===== src/rtl/base_tiempo_rampa.sv =====
// Step-rate time base: square-wave speed clock `vel` plus a one-clock `step`
// pulse, with speed changes ramped one level at a time on half-period boundaries.
module base_tiempo_rampa #(
    parameter int unsigned F_CLK     = 50000000,
    parameter int unsigned NVEL      = 8,
    parameter int unsigned SEL_W     = 3,
    parameter int unsigned CNT_W     = 26,
    parameter int unsigned RAMP_HOLD = 4
) (
    input  logic             clk,
    input  logic             rst,
    input  logic             en,
    input  logic [SEL_W-1:0] select,
    output logic             vel,
    output logic             step,
    output logic [SEL_W-1:0] cur_vel,
    output logic             busy
);

    localparam int unsigned     HOLD_W    = (RAMP_HOLD > 1) ? $clog2(RAMP_HOLD) : 1;
    localparam logic [SEL_W:0]  NVEL_EXT  = (SEL_W+1)'(NVEL);
    localparam logic [SEL_W-1:0] MAX_SEL  = SEL_W'(NVEL - 1);
    localparam logic [HOLD_W-1:0] HOLD_LAST = HOLD_W'(RAMP_HOLD - 1);

    // Terminal count of level k: H_k - 1, a constant per level.
    function automatic logic [CNT_W-1:0] half_m1(input logic [SEL_W-1:0] k);
        return CNT_W'((F_CLK >> k) - 1);
    endfunction

    logic [SEL_W-1:0]  target;
    logic [CNT_W-1:0]  cnt;
    logic [HOLD_W-1:0] hold;
    logic              toggle;

    assign target = ({1'b0, select} >= NVEL_EXT) ? MAX_SEL : select;
    assign toggle = (cnt == half_m1(cur_vel));
    assign busy   = en & (cur_vel != target);

    // Disabled behaves exactly like reset so a restart always ramps from level 0.
    always_ff @(posedge clk) begin
        if (rst || !en) begin
            cnt     <= '0;
            hold    <= '0;
            vel     <= 1'b0;
            step    <= 1'b0;
            cur_vel <= '0;
        end else if (toggle) begin
            cnt  <= '0;
            vel  <= ~vel;
            step <= ~vel;
            if (cur_vel == target) begin
                hold <= '0;
            end else if (hold == HOLD_LAST) begin
                hold    <= '0;
                cur_vel <= (target > cur_vel) ? cur_vel + SEL_W'(1) : cur_vel - SEL_W'(1);
            end else begin
                hold <= hold + HOLD_W'(1);
            end
        end else begin
            cnt  <= cnt + CNT_W'(1);
            step <= 1'b0;
        end
    end

endmodule

===== config.mk =====
export PLATFORM = sky130hd
export DESIGN_NAME = base_tiempo_rampa
export DESIGN_NICKNAME = d
export VERILOG_FILES = /design/src/rtl/base_tiempo_rampa.sv
export SDC_FILE = /design/constraint.sdc
export NUM_CORES = 1
export LEC_CHECK = 0
export CAP_MARGIN = 5
export CORE_MARGIN = 2
export CORE_UTILIZATION = 35
export CTS_BUF_LIST = sky130_fd_sc_hd__clkbuf_16
export DETAILED_ROUTE_END_ITERATION = 7
export GPL_TIMING_DRIVEN = 0
export PLACE_DENSITY_LB_ADDON = 0.2
export SLEW_MARGIN = 30
export SYNTH_ARGS = -nofsm -noshare
export SYNTH_HDL_FRONTEND = slang
export SYNTH_SLANG_ARGS = --single-unit

===== constraint.sdc =====
create_clock -name clk -period 3.2 [get_ports clk]
set_clock_uncertainty 0.15 [all_clocks]
set_input_delay 0.32 -clock clk [delete_from_list [all_inputs] [get_ports clk]]
set_output_delay 0.32 -clock clk [all_outputs]
set_load 0.005 [all_outputs]

* Word level (Yosys, flattened, before mapping)
Cells that the tools add are included.
** Operators by class
- Shifts and indexed selects :: 1
- Equal/unequal tests :: 4
- $lt $le $gt $ge :: 1
- Reduce and logical (&&, ||, !) cells :: 5
- Add/sub/neg operators :: 5
- Bitwise operators :: 4
- Multiplexer cells :: 3
** Operator list (count)
- 26-bit by 1-bit adder with 26-bit output, second input constant :: 1
- 26-bit == test :: 1
- 26-bit by 3-bit >> shifter with 26-bit output, first input constant :: 1
- 26-bit by 1-bit subtractor with 26-bit output, second input constant :: 1
- 2-bit 2-to-1 mux :: 2
- 2-bit OR reduction :: 2
- 3-bit by 1-bit adder with 3-bit output, second input constant :: 1
- 3-bit == test :: 1
- 3-bit > comparator :: 1
- 3-bit 2-to-1 mux :: 1
- 3-bit inequality test :: 1
- 1-bit NOT :: 3
- 3-bit AND reduction :: 1
- 3-bit by 1-bit subtractor with 3-bit output, second input constant :: 1
- 2-bit by 1-bit adder with 2-bit output, second input constant :: 1
- 2-bit == test, second input constant :: 1
- 1-bit AND :: 1
- 1-bit zero test :: 1
- 1-bit logical OR :: 1
** Word-level totals
- Input port bits :: 6
- Output and inout port bits :: 6
- Logic and storage cells :: 28
- Register bits after elaboration :: 33

* Logic depth before layout (Yosys ltp)
- Word-level depth :: 5
- Depth in mapped cells :: 14
- Depth with buffers taken out :: 10

* Worst setup path after synthesis
OpenSTA, ideal clock, no wires.
- Path kind :: register to register
- Start :: register cur_vel[2]
- End :: register cur_vel[2]
- Setup time :: 0.071 ns
- Buffers on the path :: 2
- Arrival :: 3.049 ns
- Slack :: -0.070 ns
- Clock period less this slack :: 3.270 ns
- Data required time :: 2.979 ns
- Stages on the path, launching flop included :: 13
- Path through :: dfxtp_1 -> clkbuf_8 -> clkbuf_8 -> inv_1 -> or3_1 -> ha_1 -> xnor2_1 -> xnor2_1 -> o2111a_1 -> o2111ai_1 -> or3_4 -> or4_1 -> a21oi_1
** Between the ends
- Longest elaborated chain between the ends :: 4
- Elaborated cells between the ends (all ways) :: 10
- Classes of those cells :: add/sub (3); order compare (1); eq/ne (2); shift (1); mux (1); bitwise (1); reduce/logical (1)
** Ends and longest elaborated chain
- start: declaration :: line 16 : output logic [SEL_W-1:0] cur_vel,
- start signal: assignment :: line 55 : cur_vel <= (target > cur_vel) ? cur_vel + SEL_W'(1) : cur_vel - SEL_W'(1);
- 26-bit by 3-bit >> shifter with 26-bit output :: line 27 : return CNT_W'((F_CLK >> k) - 1);
- 26-bit by 1-bit subtractor with 26-bit output :: line 27
- 26-bit == test :: line 36 : assign toggle = (cnt == half_m1(cur_vel));
- 3-bit AND reduction (no source line)
Parallel ways exist; a longest one is shown, timed or not.
A chain may end at the register's enable or synchronous reset.

* Final worst setup path
- Start :: register cur_vel[1]
- End :: register cur_vel[2]
The elaborated chain is that of the path after synthesis.

==> impl_metrics.ini <==
[outcome]
status = finished clean

[logic_synthesis]
ys.flop_type = dfxtp_1
async_flop_share_pct = 0
synth_area_leaders = dfxtp_1 (28%), xor2_1 (7.1%), nor2_1 (5.9%), nand3_1 (5.3%), xnor2_1 (4.5%)
syn_nets = 305
yosysTopAreaCell = dfxtp_1
yosys_warnings = 0
syn_inst = 292
ys_ff_latch = 33
ys_seq_area_share_pct = 28.0
synth.distinct_cells = 63
yosysMostFrequentCell = nor2_1
synth_top_area_share_pct = 28.0
syn_avg_cell_area_um2 = 8.08
synth-edff-count = 0
synth_commonest_cells = nor2_1 (37), dfxtp_1 (33), nand3_1 (25)
syn_area_um2 = 2360

[routing]
drt_first_pass_iters = 4
initialDrtViolationCount = 94
drcViolationCount = 0
wire_per_inst_um = 15.0
viasPerCell = 5.39
finalWirelength_mm = 5.85
vias = 2102
ant_nets = 0

[global_routing]
track_usage_pct = 16.4
grt_pass1_wl_mm = 9.58
grt_max_degree = 20
grt_pass1_vias = 1950
antenna_found_initial = 0
grt_overflow = 0

[placed_design]
dp.cells = 380
dp_hpwl_mm = 4.27
finalWeightedCongestion = 0.844
io_buffers = 11
pre_cts_slack_ns = -0.518

[cells_and_area]
final_util_pct = 44.1
fillers = 638
nets = 326
instances_no_fill = 390
drive_above_1_share_pct = 19.2
n_antenna_cell = 0
layout-area-overhead-vs-synth_pct = 19.9

[sta]
setup_viol = 0
tns_ns = 0
fin_crit_sh_pct = 96.5
max_freq_mhz = 324
finalWorstPathRequiredPeriod_ns = 3.09
layout_setup_ws_ns = 0.113
rsz0062_at_grt = yes
slew_headroom_pct = 33.8
drv_slew = 0
tightestPinTransition_ns = 0.986
final_hold_viol_count = 0

[setup_path]
cp-start-kind = register
reg2reg_from = cur_vel[1]
end_kind = register
cp_max_fo = 6
criticalPathCategory = reg -> reg
r2r_slack_ns = 0.11
reg2reg_to = cur_vel[2]
r2r_cells = 11
critPathArrivalTime_ns = 3.14
required_ns = 3.25

[die]
fp.dieW_um = 86.1
start_util_pct = 36.7
io_pins = 12
rows = 29
die_area_um2 = 7410
core-area_um2 = 6420
die_y_um = 86.1

[power_and_ir_drop]
p_total_w = 0.000980
powerDensity_nw_per_um2 = 346
p_leak_nw = 0.971
vdd_ir_drop_max_mv = 0.206

[cts]
clock-sinks = 33
htreeDepth = 2
clk_pin_slew_ns = 0.05
cts-root-buf = clkbuf_16
clockBufferDepth = 2
cts_buffers = 5
cts_tree = built
clk_latency_ns = 0.28

[worst_hold_path]
hold_depth = 2
min_to = hold[1]
min_from = hold[1]
hold_class = reg -> reg

[job]
max-cap-violations = 0
-- layout make-up --
type / instances / area [um2] / area share [%]
plain buffers: 14 / 119 / 4.20
clock buffers: 5 / 125 / 4.42
clock inverters: 2 / 35.0 / 1.24
inverters: 10 / 41.3 / 1.46
multi-input cells: 230 / 1570 / 55.6
flip-flops and latches: 33 / 672 / 23.7
well taps: 77 / 96.3 / 3.40
repair buffers: 19 / 168 / 5.92
-- critical path, stage by stage, from the launching register on --
cell and delay [ns]:
dfxtp_4 0.38, buf_8 0.11, clkinvlp_4 0.08, or3_4 0.40
ha_4 0.20, xnor2_2 0.13, xnor2_1 0.17, o2111a_1 0.25
o2111ai_4 0.18, or3_4 0.41, or4_4 0.43, a21oi_2 0.12
-- placed cells by master, fill, tap and decap left out, types with 3 or more instances in the layout --
| cell | synthesis | final |
|---|---|---|
| nand2b_1 | 3 | 3 |
| xnor2_1 | 12 | 11 |
| clkbuf_1 | 4 | 3 |
| and3b_1 | 3 | 3 |
| nand3_1 | 25 | 25 |
| a21oi_1 | 11 | 10 |
| clkbuf_16 | 0 | 5 |
| buf_6 | 4 | 3 |
| and2b_2 | 3 | 3 |
| or3_4 | 1 | 3 |
| nand2_1 | 15 | 15 |
| and3_1 | 7 | 6 |
| o21ai_0 | 16 | 16 |
| clkdlybuf4s50_1 | 1 | 12 |
| nor3b_1 | 3 | 3 |
| inv_1 | 10 | 8 |
| dfxtp_1 | 33 | 30 |
| xor2_1 | 19 | 19 |
| ha_1 | 6 | 5 |
| nor2_1 | 37 | 37 |
| nand3b_1 | 4 | 4 |
| buf_4 | 0 | 8 |
| nand4_1 | 4 | 4 |
| nor3_1 | 11 | 10 |
| dfxtp_4 | 0 | 3 |
-- metrics by stage --
step	hold WS [ns]	area, um2
global placement	0.314	2570
finish	0.328	2830
global route	0.371	2830
floorplan	0.303	2360
detailed placement	0.327	2570
CTS	0.334	2790
-- power by group --
part           internal, W  leakage (nW)  total (W)  switching, W
registers         0.000410         0.268   0.000412    0.00000207
clock network     0.000361        0.0797   0.000537      0.000176
logic            0.0000163         0.623  0.0000313     0.0000150
-- worst max path at each step --
stage | start | endpoint | slack (ns) | depth (start not counted)
CTS | cur_vel[1] | cur_vel[2] | 0.01 | 11
global placement | cur_vel[2] | cnt[6] | -0.50 | 14
floorplan | cur_vel[2] | cur_vel[2] | 0.009 | 12
finish | cur_vel[1] | cur_vel[2] | 0.11 | 11
detailed placement | cur_vel[2] | cnt[3] | -0.52 | 14
global route | cur_vel[1] | cur_vel[2] | -0.03 | 11
-- sequential cells by signal (all words and copies together), names as in the netlist --
register	flops
vel	1
step	1
cnt	26
hold	2
cur_vel	3
-- metal layers --
layer / share of wire, % / up-vias / routed length, um / track usage [%]
li1: - / 1071 / - / -
met1: 50 / 1002 / 2940 / 22.1
met2: 46 / 21 / 2690 / 26.6
met3: 2.6 / 8 / 153 / 3.46
met4: 1.1 / 0 / 66 / 4.33
met5: 0 / - / 0 / 0
-- timing repair --
| item | CTS | global route |
|---|---|---|
| hold buffers | 0 | 0 |
| resized for setup | 17 | 9 |
| buffers inserted | 3 | 5 |
| endpoints found under the setup margin | 33 | 23 |
| pin swaps | 3 | 7 |
-- cell families (layout without fill, tap and decap cells) --
logic type	count (synthesis)	count (layout)	synth area share [%]
mux	1	1	0.424
xor+xnor	31	31	11.5
flops	33	33	28.0
buf+inv	29	50	8.11
compound gates	53	53	15.3
fa+ha+maj	7	7	4.03
simple gates	138	138	32.7
Note: power is estimated with default switching activity, not from simulation.
